### config.mk
export PLATFORM = sky130hd
export DESIGN_NAME = ped_crossing_controller
export DESIGN_NICKNAME = d
export VERILOG_FILES = /design/src/rtl/ped_crossing_controller.sv
export SDC_FILE = /design/constraint.sdc
export NUM_CORES = 1
export LEC_CHECK = 0
export ABC_AREA = 1
export CORE_MARGIN = 5
export CORE_UTILIZATION = 36
export DETAILED_ROUTE_END_ITERATION = 10
export PLACE_DENSITY = 0.6
export SLEW_MARGIN = 20
export SYNTH_ARGS = -nofsm -noshare
export SYNTH_HDL_FRONTEND = slang
export SYNTH_SLANG_ARGS = --single-unit
### constraint.sdc
create_clock -name clk -period 1.65 [get_ports clk]
set_clock_uncertainty 0.05 [all_clocks]
set_input_delay 0.33 -clock clk [delete_from_list [all_inputs] [get_ports clk]]
set_output_delay 0.33 -clock clk [all_outputs]
set_load 0.01 [all_outputs]
### src/rtl/ped_crossing_controller.sv
// ped_crossing_controller: tick-timed main-road / pedestrian crossing sequencer.
// Optional PED_BUTTON_SYNC_EN adds a two-flop synchronizer on walk_button.
module ped_crossing_controller #(
  parameter int CLK_PER_TICK = 4,
  parameter int GREEN_MIN    = 6,
  parameter int YELLOW_T     = 3,
  parameter int ALLRED_T     = 2,
  parameter int WALK_T       = 5,
  parameter int FLASH_T      = 4
) (
  input  logic       clk,
  input  logic       reset_n,
  input  logic       walk_button,
  output logic [2:0] ped_state,
  output logic [2:0] main_light,
  output logic       request_pending
);
  typedef enum logic [2:0] {
    MAIN_GREEN  = 3'd0,
    MAIN_YELLOW = 3'd1,
    ALLRED_PRE  = 3'd2,
    WALK        = 3'd3,
    FLASH       = 3'd4,
    ALLRED_POST = 3'd5
  } state_t;

  function automatic logic [7:0] reload(input state_t s);
    case (s)
      MAIN_GREEN:  return 8'(GREEN_MIN - 1);
      MAIN_YELLOW: return 8'(YELLOW_T - 1);
      WALK:        return 8'(WALK_T - 1);
      FLASH:       return 8'(FLASH_T - 1);
      default:     return 8'(ALLRED_T - 1);
    endcase
  endfunction

  function automatic state_t succ(input state_t s);
    case (s)
      MAIN_GREEN:  return MAIN_YELLOW;
      MAIN_YELLOW: return ALLRED_PRE;
      ALLRED_PRE:  return WALK;
      WALK:        return FLASH;
      FLASH:       return ALLRED_POST;
      default:     return MAIN_GREEN;
    endcase
  endfunction

  // {main_light, ped_state}; anything not named falls back to all-red / don't-walk
  function automatic logic [5:0] lamps(input state_t s);
    case (s)
      MAIN_GREEN:  return 6'b001_001;
      MAIN_YELLOW: return 6'b010_001;
      WALK:        return 6'b100_100;
      FLASH:       return 6'b100_010;
      default:     return 6'b100_001;
    endcase
  endfunction

  state_t     state_q, state_d;
  logic [7:0] timer_q, timer_d;
  logic [7:0] pre_q, pre_d;
  logic       green_done_q, green_done_d;
  logic       request_pending_q, request_pending_d;
  logic [2:0] main_light_q, main_light_d;
  logic [2:0] ped_state_q, ped_state_d;
  logic       btn, tick, expired, go, legal, press;

`ifdef PED_BUTTON_SYNC_EN
  logic sync1_q, sync2_q;
  always_ff @(posedge clk or negedge reset_n)
    if (!reset_n) {sync2_q, sync1_q} <= 2'b00;
    else {sync2_q, sync1_q} <= {sync1_q, walk_button};
  assign btn = sync2_q;
`else
  assign btn = walk_button;
`endif

  assign tick    = pre_q == 8'(CLK_PER_TICK - 1);
  assign expired = tick && timer_q == 8'd0;
  assign legal   = state_q <= ALLRED_POST;
  assign go      = state_q == MAIN_GREEN ? green_done_q && request_pending_q : expired;
  assign press   = btn && (state_q == MAIN_GREEN || state_q == MAIN_YELLOW ||
                           state_q == FLASH || state_q == ALLRED_POST);

  always_comb begin
    state_d      = state_q;
    timer_d      = tick && timer_q != 8'd0 ? timer_q - 8'd1 : timer_q;
    pre_d        = tick ? 8'd0 : pre_q + 8'd1;
    green_done_d = green_done_q || (state_q == MAIN_GREEN && expired);
    if (!legal) begin
      state_d      = ALLRED_POST;
      timer_d      = reload(ALLRED_POST);
      pre_d        = 8'd0;
      green_done_d = 1'b0;
    end else if (go) begin
      state_d      = succ(state_q);
      timer_d      = reload(succ(state_q));
      pre_d        = 8'd0;
      green_done_d = 1'b0;
    end
    request_pending_d           = state_d != WALK && (request_pending_q || press);
    {main_light_d, ped_state_d} = lamps(state_d);
  end

  always_ff @(posedge clk or negedge reset_n)
    if (!reset_n) begin
      state_q           <= ALLRED_POST;
      timer_q           <= 8'(ALLRED_T - 1);
      pre_q             <= 8'd0;
      green_done_q      <= 1'b0;
      request_pending_q <= 1'b0;
      main_light_q      <= 3'b100;
      ped_state_q       <= 3'b001;
    end else begin
      state_q           <= state_d;
      timer_q           <= timer_d;
      pre_q             <= pre_d;
      green_done_q      <= green_done_d;
      request_pending_q <= request_pending_d;
      main_light_q      <= main_light_d;
      ped_state_q       <= ped_state_d;
    end

  assign main_light      = main_light_q;
  assign ped_state       = ped_state_q;
  assign request_pending = request_pending_q;
endmodule

# [Word level (Yosys, flattened, before mapping)]
# Cells that the tools add are included.
[word_totals] register_bits=27 output_inout_bits=7 in_bits=3 word_cells=56
[op_classes] n_eq_ne=14 add_sub_neg=2 magnitude_cmp=1 reduce_logical=16 mux=16
[op_table] op="$mux 8" n=6
[op_table] op="$pmux 6 s4" n=1
[op_table] op="$pmux 3 s5" n=1
[op_table] op="$eq 3x2->1 const B" n=4
[op_table] op="$eq 3x3->1 const B" n=4
[op_table] op="$mux 3" n=4
[op_table] op="$pmux 3 s4" n=1
[op_table] op="$eq 3x1->1 const B" n=3
[op_table] op="$logic_not 3->1" n=3
[op_table] op="$add 8x1->8 const B" n=1
[op_table] op="$eq 8x2->1 const B" n=1
[op_table] op="$logic_not 8->1" n=1
[op_table] op="$reduce_bool 8->1" n=1
[op_table] op="$sub 8x1->8 const B" n=1
[op_table] op="$logic_and 1x1->1" n=6
[op_table] op="$ne 3x2->1 const B" n=2
[op_table] op="$logic_or 1x1->1" n=5
[op_table] op="$le 3x3->1 const B" n=1
[op_table] op="$mux 1" n=3

# [Depth between registers and ports, before layout]
# Gate-level depths: netlist of run 1.
[logic_depth] depth_word=9 mapped_depth=11 mapped_depth_nobuf=11

# [Worst setup path after synthesis of run 1]
# Ideal clock, no wire load.
[synth_timing] path_type="reg-to-reg" startpoint="register timer_q[0]" endpoint="register request_pending_q, in the netlist request_pending" setup_ns=0.119 path_slack_ns=-0.011 required_time_ns=1.481 arrival_ns=1.491 stages_incl_launch_ff=11 n_path_buf=0 period_less_slack_ns=1.661 path_cell_list="dfstp_2 inv_1 ha_1 nand2_1 nor2_8 nand2_2 nand2_4 nand3_1 nand3_2 nor2_4 nor2_1"
[synth_via] elab_chain_cells=7
[synth_lines] item="start, declared" line_no="60" rtl="logic [7:0] timer_q, timer_d;"
[synth_lines] item="start signal, assigned" line_no="108" rtl="timer_q <= 8'(ALLRED_T - 1);"
[synth_lines] item="start signal, assigned" line_no="116" rtl="timer_q <= timer_d;"
[synth_lines] item="$logic_not 8->1" line_no="79" rtl="assign expired = tick && timer_q == 8'd0;"
[synth_lines] item="$logic_and 1x1->1" line_no="79"
[synth_lines] item="$mux 1" line_no="81" rtl="assign go = state_q == MAIN_GREEN ? green_done_q && request_pending_q : expired;"
[synth_lines] item="$mux 3" line_no="95" rtl="end else if (go) begin"
[synth_lines] item="$mux 3" line_no="90" rtl="if (!legal) begin"
[synth_lines] item="$ne 3x2->1" line_no="101" rtl="request_pending_d = state_d != WALK && (request_pending_q || press);"
[synth_lines] item="$logic_and 1x1->1" line_no="101"
[synth_lines] item="via request_pending_d" line_no="63" rtl="logic request_pending_q, request_pending_d;"
[synth_lines] item="end signal, assigned" line_no="119" rtl="request_pending_q <= request_pending_d;"
[synth_lines] item="end, declared" line_no="63"
# The timed path passes the listed nets, and every way through them passes these cells.
# A chain may end at the register's enable or synchronous reset.

# [Final worst setup path of run 1]
[layout_timing] startpoint="register timer_q[0]" endpoint="register timer_q[3]"
[layout_via] elab_chain_cells=5 elab_cells_between_ends=10 classes_between="add/sub: 1; eq/ne: 1; mux: 4; reduce/logical: 4"
[layout_lines] item="parallel branches: the longest is 5 deep, another holds $sub 8x1->8"
# Parallel ways; which one is timed is not known. The select of a mux whose other input is x is not followed.

==> flow_summary_export.csv, run 1 <==
group,metric,value,unit
critical_path,path_class,"flop to flop",
cells_and_area,antennaDiodeCount,0,
clock_tree,cts.sinks,27,
sta,drv_slew,0,
global_route,grt_max_degree,28,
floorplan,die-area,5640,um2
synth,yosysUniqueCellTypes,27,
routing,drtAntennaViolNets,0,
routing,avgRoutedWirePerCell,12.0,um
floorplan,start_util,37.6,%
clock_tree,numCtsBuffers,3,
sta,fin_tns_setup,0,ns
min_path,min_path_type,"input port to asynchronous set/reset pin",
critical_path,start_kind,"flop",
clock_tree,cts.path.max_buffers,2,
routing,drtIter0Drc,15,
sta,fmax,632,MHz
flow_run,max_cap_violations,0,
clock_tree,htreeDepth,1,
synth,async_flop_share,100,%
sta,hold_viol,0,
sta,setup-violations-final,0,
outcome,status,"finished, final reports clean",
critical_path,critPathCaptureType,"flop",
clock_tree,insertion_delay,0.27,ns
global_route,grt_pass1_vias,1152,
placed_design,numPortBuffers,9,
synth,syn-num-nets,167,
sta,rsz0062_at_grt,"true",
cells_and_area,fin_cells,240,
critical_path,path_max_fanout,7,
synth,yosysSeqAreaShare,44.7,%
clock_tree,holdBufCountCts,0,
routing,dr_total_vias,1127,
placed_design,place.gp.congestion,0.782,
cells_and_area,drive_gt1_share,36.8,%
placed_design,dp_hpwl,2190,um
clock_tree,clk_pin_slew,0.09,ns
synth,synth_seq_cells,27,
routing,via_per_inst,4.70,
sta,slew_headroom,77.8,%
sta,min_period,1.58,ns
power,peakVddDrop,0.000786,V
power,power_density,1540,nW/um2
global_route,antenna_found_initial,0,
global_route,grt_usage,11.0,%
sta,tightest_slew,0.334,ns
routing,drt_first_pass_iters,4,
sta,fin_crit_sh,95.9,%
floorplan,core_region_area,4060,um2
power,p_leak,0.900,nW
clock_tree,tritoncts,"done",
floorplan,pin_count,10,
synth,syn-cell-area,1530,um2
floorplan,die_width,75.1,um
synth,syn_inst,161,
critical_path,arrival,1.70,ns
critical_path,required,1.76,ns
placed_design,place_ws,-0.0428,ns
routing,routed_wl,2880,um
synth,yosys_warnings,0,
sta,fin_ws,0.0678,ns
global_route,grt_overflow,0,
global_route,grt_pass1_wl,4820,um
sta,fin_hold_ws,0.370,ns
power,power,2.96,mW
routing,post-route-drc-count,0,
synth,synth-edff-count,0,
placed_design,dp_cells,230,
floorplan,rows,23,
cells_and_area,nets,197,
floorplan,fp.dieH,75.1,um
clock_tree,clock-root-buffer,"clkbuf_8",
synth,syn_avg_cell_area,9.48,um2
cells_and_area,area_delta_synth_final,26.4,%
synth,ys.flop_type,"dfrtp_1",
[cells by family (layout without fill, tap and decap cells)]
group                    after synthesis  in the layout  synth area share, %
adder cells (fa/ha/maj)                3              3                 2.46
AO/OA/AOI/OAI                          8              8                 2.79
XOR/XNOR                              13             13                 7.46
AND/OR/NAND/NOR                       93             93                 38.0
buffers and inverters                 17             46                 4.67
flip-flops                            27             27                 44.7
[repair_timing]
item | in CTS | in global routing
setup endpoints to repair | 14 | 16
pin swaps | 3 | 7
buffers inserted | 1 | 5
hold endpoints to repair | 0 | 0
gates resized for setup | 7 | 14
[critical path: stages (launching register included)]
cell and delay, ns:
dfstp_2 0.54, inv_2 0.05, ha_4 0.16, nand2_4 0.07
nor2_8 0.06, nand2_4 0.08, nand2_8 0.07, nand2_8 0.09
nand3b_4 0.14, nand2_1 0.11, nand2_1 0.06
[cell type report]
cell class	count	area [um2]
fill	403	2130
multi-input combinational	117	861
sequential	27	682
timing repair buffer	26	215
inverter	16	62.6
tap	50	62.6
clock buffer	3	41.3
clock inverter	1	5.00
[final timing paths]
check	startpoint	to	slack [ns]	depth (start not counted)
max in group asynchronous	reset_n	main_light[2]	0.88	2
worst min register to register	timer_q[0]	timer_q[0]	0.43	2
worst max register to register	timer_q[0]	timer_q[3]	0.07	10
worst max-delay path	timer_q[0]	timer_q[3]	0.07	10
min in group clk	timer_q[0]	timer_q[0]	0.43	2
worst min-delay path	reset_n	pre_q[4]	0.37	2
[sequential cells by signal, summed over array words and instances (netlist names)]
signal           flops
pre_q                8
timer_q              8
main_light           3
ped_state            3
state_q              3
green_done_q         1
request_pending      1
[cell usage after synthesis, types with 4 or more instances]
cell type	count	area (um2)
nand2_4	5	56.3
nand2_2	8	50.1
nand3_1	9	45.0
xor2_1	9	78.8
inv_1	13	48.8
nand2_1	23	86.3
xnor2_1	4	35.0
nand3_2	6	60.1
dfstp_2	5	131
nor2_4	4	45.0
nor2_1	21	78.8
dfrtp_1	22	551
nor2_2	5	31.3
[metrics by stage]
stage / area, um2 / util, %
after CTS: 1830 / 45.0
after global placement: 1750 / 43.2
final: 1930 / 47.5
after detailed placement: 1750 / 43.2
after global routing: 1930 / 47.5
after floorplan: 1530 / -
[layout by cell type, fill, tap and decap left out, types with 5 or more instances in the layout]
cell	count
nor2_1	20
nand2_4	7
nand2_1	21
nand3_1	6
clkdlybuf4s50_1	7
dfrtp_1	22
dfstp_2	5
xor2_1	9
nand3_2	7
buf_4	17
nand2_2	6
inv_1	11
nor2_2	6
[layer usage]
metal	wire (um)	vias up	part of all wire, %	global-route usage, %
met3	77	2	2.7	3.20
met1	1230	547	42	13.5
li1	-	569	-	-
met4	17	0	0.59	1.19
met5	0	-	0	0
met2	1560	9	54	19.6
[where the power goes]
group	switching, mW	internal [mW]	leakage [nW]
combinational	0.875	0.676	0.535
sequential	0.139	0.910	0.339
clock	0.195	0.169	0.0255
total	1.21	1.75	0.900
Power figures use the tool's default switching activity.
==> inputs of run 2 (changes only) <==
--- a/config.mk
+++ b/config.mk
@@ -9,7 +9,7 @@
 export CORE_MARGIN = 5
 export CORE_UTILIZATION = 36
 export DETAILED_ROUTE_END_ITERATION = 10
-export PLACE_DENSITY = 0.6
+export HOLD_SLACK_MARGIN = 0.02
 export SLEW_MARGIN = 20
 export SYNTH_ARGS = -nofsm -noshare
 export SYNTH_HDL_FRONTEND = slang
==> results of run 2 <==
Final layout, timing and power as in run 1 (identical DEF).
==> inputs of run 3 (changes only) <==
--- a/config.mk
+++ b/config.mk
@@ -6,10 +6,12 @@
 export NUM_CORES = 1
 export LEC_CHECK = 0
 export ABC_AREA = 1
+export CAP_MARGIN = 20
 export CORE_MARGIN = 5
 export CORE_UTILIZATION = 36
 export DETAILED_ROUTE_END_ITERATION = 10
 export HOLD_SLACK_MARGIN = 0.02
+export RECOVER_POWER = 50
 export SLEW_MARGIN = 20
 export SYNTH_ARGS = -nofsm -noshare
 export SYNTH_HDL_FRONTEND = slang
==> run 3 against run 2 <==
  * Worst hold slack improved by 0.059 ns
  * Non-clock buffer count did not move
  * Die area did not move
  * Combinational power barely moved
  * Count of clock-buffer cells in the layout did not move
  * Total power barely moved
  * Sequential power barely moved
  * Wire length barely moved
  * Flip-flop and latch count did not move
  * Fmax did not move
==> flow_summary_export.csv, run 3 (synthesis gave the netlist of run 1 again) <==
group,metric,value,unit
placed_design,place.gp.congestion,0.782,
critical_path,critPathCaptureType,"flop",
power,peakVddDrop,0.000786,V
outcome,status,"finished, final reports clean",
cells_and_area,fin_cells,240,
placed_design,dp_cells,230,
routing,dr_total_vias,1127,
critical_path,endpoint,"timer_q[3]",
routing,post-route-drc-count,0,
clock_tree,cts.sinks,27,
placed_design,place_ws,-0.0428,ns
sta,setup-violations-final,0,
min_path,hold_path_depth,2,
critical_path,reg2reg_to,"timer_q[3]",
power,p_leak,0.900,nW
clock_tree,htreeDepth,1,
critical_path,regToRegStartpoint,"timer_q[0]",
sta,slew_headroom,57.1,%
clock_tree,clock-root-buffer,"clkbuf_8",
cells_and_area,layout_common_cells,"dfrtp_1, nand2_1, nor2_1",
routing,avgRoutedWirePerCell,12.0,um
routing,drt_first_pass_iters,4,
floorplan,rows,23,
clock_tree,insertion_delay,0.27,ns
clock_tree,cts.path.max_buffers,2,
cells_and_area,top_regs,"pre_q x8, timer_q x8",
critical_path,arrival,1.70,ns
flow_run,max_cap_violations,0,
floorplan,start_util,37.6,%
cells_and_area,antennaDiodeCount,0,
cells_and_area,fillers,404,
cells_and_area,area_delta_synth_final,26.2,%
cells_and_area,final_common_cell,"dfrtp_1",
clock_tree,clk_pin_slew,0.09,ns
routing,routed_wl,2880,um
sta,fin_ws,0.0678,ns
global_route,grt_pass1_vias,1152,
floorplan,core_region_area,4060,um2
routing,drtIter0Drc,15,
sta,drv_slew,0,
sta,hold_viol,0,
cells_and_area,drive_gt1_share,36.8,%
power,power,2.96,mW
sta,tightest_slew,0.644,ns
sta,min_period,1.58,ns
global_route,grt_max_degree,28,
global_route,grt_overflow,0,
critical_path,path_max_fanout,7,
critical_path,path_class,"flop to flop",
cells_and_area,nets,197,
floorplan,die_width,75.1,um
routing,drtAntennaViolNets,0,
sta,fin_hold_ws,0.429,ns
cells_and_area,final_util,47.5,%
floorplan,fp.dieH,75.1,um
global_route,grt_usage,11.0,%
sta,rsz0062_at_grt,"true",
global_route,grt_pass1_wl,4820,um
critical_path,start_kind,"flop",
routing,via_per_inst,4.70,
critical_path,critPathLaunch,"timer_q[0]",
critical_path,required,1.76,ns
floorplan,pin_count,10,
placed_design,numPortBuffers,9,
global_route,antenna_found_initial,0,
clock_tree,tritoncts,"done",
sta,fin_crit_sh,95.9,%
floorplan,die-area,5640,um2
min_path,min_path_type,"flop to flop",
power,power_density,1540,nW/um2
clock_tree,holdBufCountCts,0,
critical_path,reg2regPathDepth,10,
sta,fmax,632,MHz
clock_tree,numCtsBuffers,3,
critical_path,r2r_slack,0.07,ns
placed_design,dp_hpwl,2190,um
==> run 3: cell types whose count changed in the layout (fill, tap and decap cells not counted), sizes merged <==
cell,previous run,this run
buf,17,16
clkbuf,3,4
clkdlybuf4s50,7,6
dlygate4sd3,0,1
==> run 3: final cells by class <==
cell class	instances	area, um2	area share, %
Inverter	16	62.6	3.25
Tap cell	50	62.6	3.25
Timing Repair Buffer	26	213	11.0
Clock buffer	3	41.3	2.14
Clock inverter	1	5.00	0.260
Sequential cell	27	682	35.4
Multi-Input combinational cell	117	861	44.7
==> run 3: critical path, cell delays in order (launching register included) <==
cell      delay [ns]
dfstp_2         0.54
inv_2           0.05
ha_4            0.16
nand2_4         0.07
nor2_8          0.06
nand2_4         0.08
nand2_8         0.07
nand2_8         0.09
nand3b_4        0.14
nand2_1         0.11
nand2_1         0.06
==> run 3: what timing repair did <==
action,4_1_cts,5_1_grt
pin swaps,3,7
resized for setup,7,14
endpoints found under the setup margin,14,16
gates cloned,0,0
buffers inserted,1,5
==> run 3: power breakdown <==
part | internal [mW] | switching, mW
clock | 0.169 | 0.195
combinational | 0.674 | 0.875
sequential | 0.910 | 0.139
total | 1.75 | 1.21
==> run 3: through the flow <==
| step | setup TNS [ns] | area, um2 |
|---|---|---|
| after floorplan | 0 | 1530 |
| after global placement | -0.0171 | 1750 |
| after detailed placement | -0.0912 | 1750 |
| after CTS | 0 | 1830 |
| after global routing | -0.273 | 1930 |
| final | 0 | 1930 |
==> run 3: routing by layer <==
layer  routed length, um  global-route usage, %
met5                   0                      0
met4                  17                   1.19
met3                  76                   3.20
met2                1560                   19.6
met1                1230                   13.5
==> run 3: how the worst min path moves through the flow <==
stage,startpoint,slack (ns),end
2_1_floorplan,reset_n,-0.02,green_done_q
3_3_place_gp,pre_q[0],0.40,pre_q[0]
3_5_place_dp,timer_q[0],0.42,timer_q[0]
4_1_cts,reset_n,0.38,pre_q[4]
5_1_grt,timer_q[0],0.47,timer_q[0]
6_report,timer_q[0],0.43,timer_q[0]
==> RTL change, RTL diff (flow settings as in run 3) <==
The option `PED_BUTTON_SYNC_EN` is turned on by a define.
--- a/src/rtl/ped_crossing_controller.sv
+++ b/src/rtl/ped_crossing_controller.sv
@@ -2,2 +2,4 @@
 // Optional PED_BUTTON_SYNC_EN adds a two-flop synchronizer on walk_button.
+`define PED_BUTTON_SYNC_EN
+
 module ped_crossing_controller #(
Function: changed (Yosys sat finds a counterexample within 4 cycles, from zero or initial values and one cycle with reset_n low).
==> RTL change against run 3 <==
Clock power increased by 63%; count of clock-buffer cells in the layout increased by 5; critical endpoint is now timer_q[2]; sequential cell count increased by 2; design area increased by 11%; wire length increased by 11%; highest routed layer unchanged; area after synthesis increased by 9.1%; hold slack got worse by 0.13 ns; total power increased by 17%; first-iteration DRC count increased to 5.5 times the old value; fmax decreased by 0.74%; setup slack got worse by 0.012 ns; largest cell class unchanged.
==> RTL change: results (changes against run 3) <==
{| class="wikitable"
! Metric !! Value
|-
| Number of gates resized after cts || 8 (+1)
|-
| Routing usage on met2 || 0.169 (-0.0269)
|-
| Total number of vias || 1253 (+11%)
|-
| Switching power total || 1390 µW (+15%)
|-
| Unique masters post-synth || 29 (+7.4%)
|-
| Post-detailed-route wirelength per cell || 12.2 µm (+1.5%)
|-
| DP Cell Count || 249 (+8.3%)
|-
| # nets final || 215 (+9.1%)
|-
| First-pass GRT wire length || 5.55 mm (+15%)
|-
| Worst Hold Endpoint || btn
|-
| Status || finished clean
|-
| Final HPWL DP || 2.27 mm (+3.6%)
|-
| Number of setup buffers added after CTS || 2 (+1)
|-
| Sequential area share after synthesis || 0.440 (-0.00720)
|-
| Number of global-route vias before repair || 1236 (+7.3%)
|-
| Worst ir drop on vdd || 0.837 mV (+6.4%)
|-
| Number of DRC markers after the initial detailed-route iteration || 82 (+67)
|-
| Final std cells w/o fill || 262 (+9.2%)
|-
| Least-Margin Pin Slew || 0.699 ns (+0.0555 ns)
|-
| Placer congestion estimate || 0.858 (+9.8%)
|-
| Leakage || 0.00100 µW (+11%)
|-
| Syn Nets || 183 (+9.6%)
|-
| Clock network fraction of design power || 0.171 (+0.048)
|-
| Commonest cells post-synth || sky130_fd_sc_hd__nand2_1 (28), sky130_fd_sc_hd__dfrtp_1 (24), sky130_fd_sc_hd__nor2_1 (20)
|-
| Total sequential power || 1210 µW (+15%)
|-
| Worst setup endpoint || timer_q[2]
|}
RTL change: changes by cell type after synthesis, sizes merged:
cell	delta
nand4	+2
xor2	-2
o21ai	-1
dfrtp	+2
nor3b	+1
inv	+2
nand3b	-3
nor2	+3
nand2	+4
nor3	+2
nand3	+6
RTL change: layer usage:
| metal | vias to the layer above | wire length (µm) |
|---|---|---|
| met4 | 0 | 51 |
| met1 | 592 | 1610 |
| met2 | 22 | 1400 |
| met3 | 6 | 130 |
| met5 | - | 0 |
| li1 | 633 | - |
RTL change: layout make-up:
class | count | area share
inverter | 18 | 0.0327
sequential | 29 | 0.342
tap | 52 | 0.0303
timing repair buffer | 25 | 0.101
multi-input combinational | 130 | 0.452
clock buffer | 8 | 0.0420
RTL change: cells by family after synthesis:
group | Yosys count | synth area share
xor+xnor | 11 | 0.0578
flops | 29 | 0.440
fa+ha+maj | 3 | 0.0225
simple gates | 108 | 0.409
compound gates | 7 | 0.0225
buf+inv | 19 | 0.0488
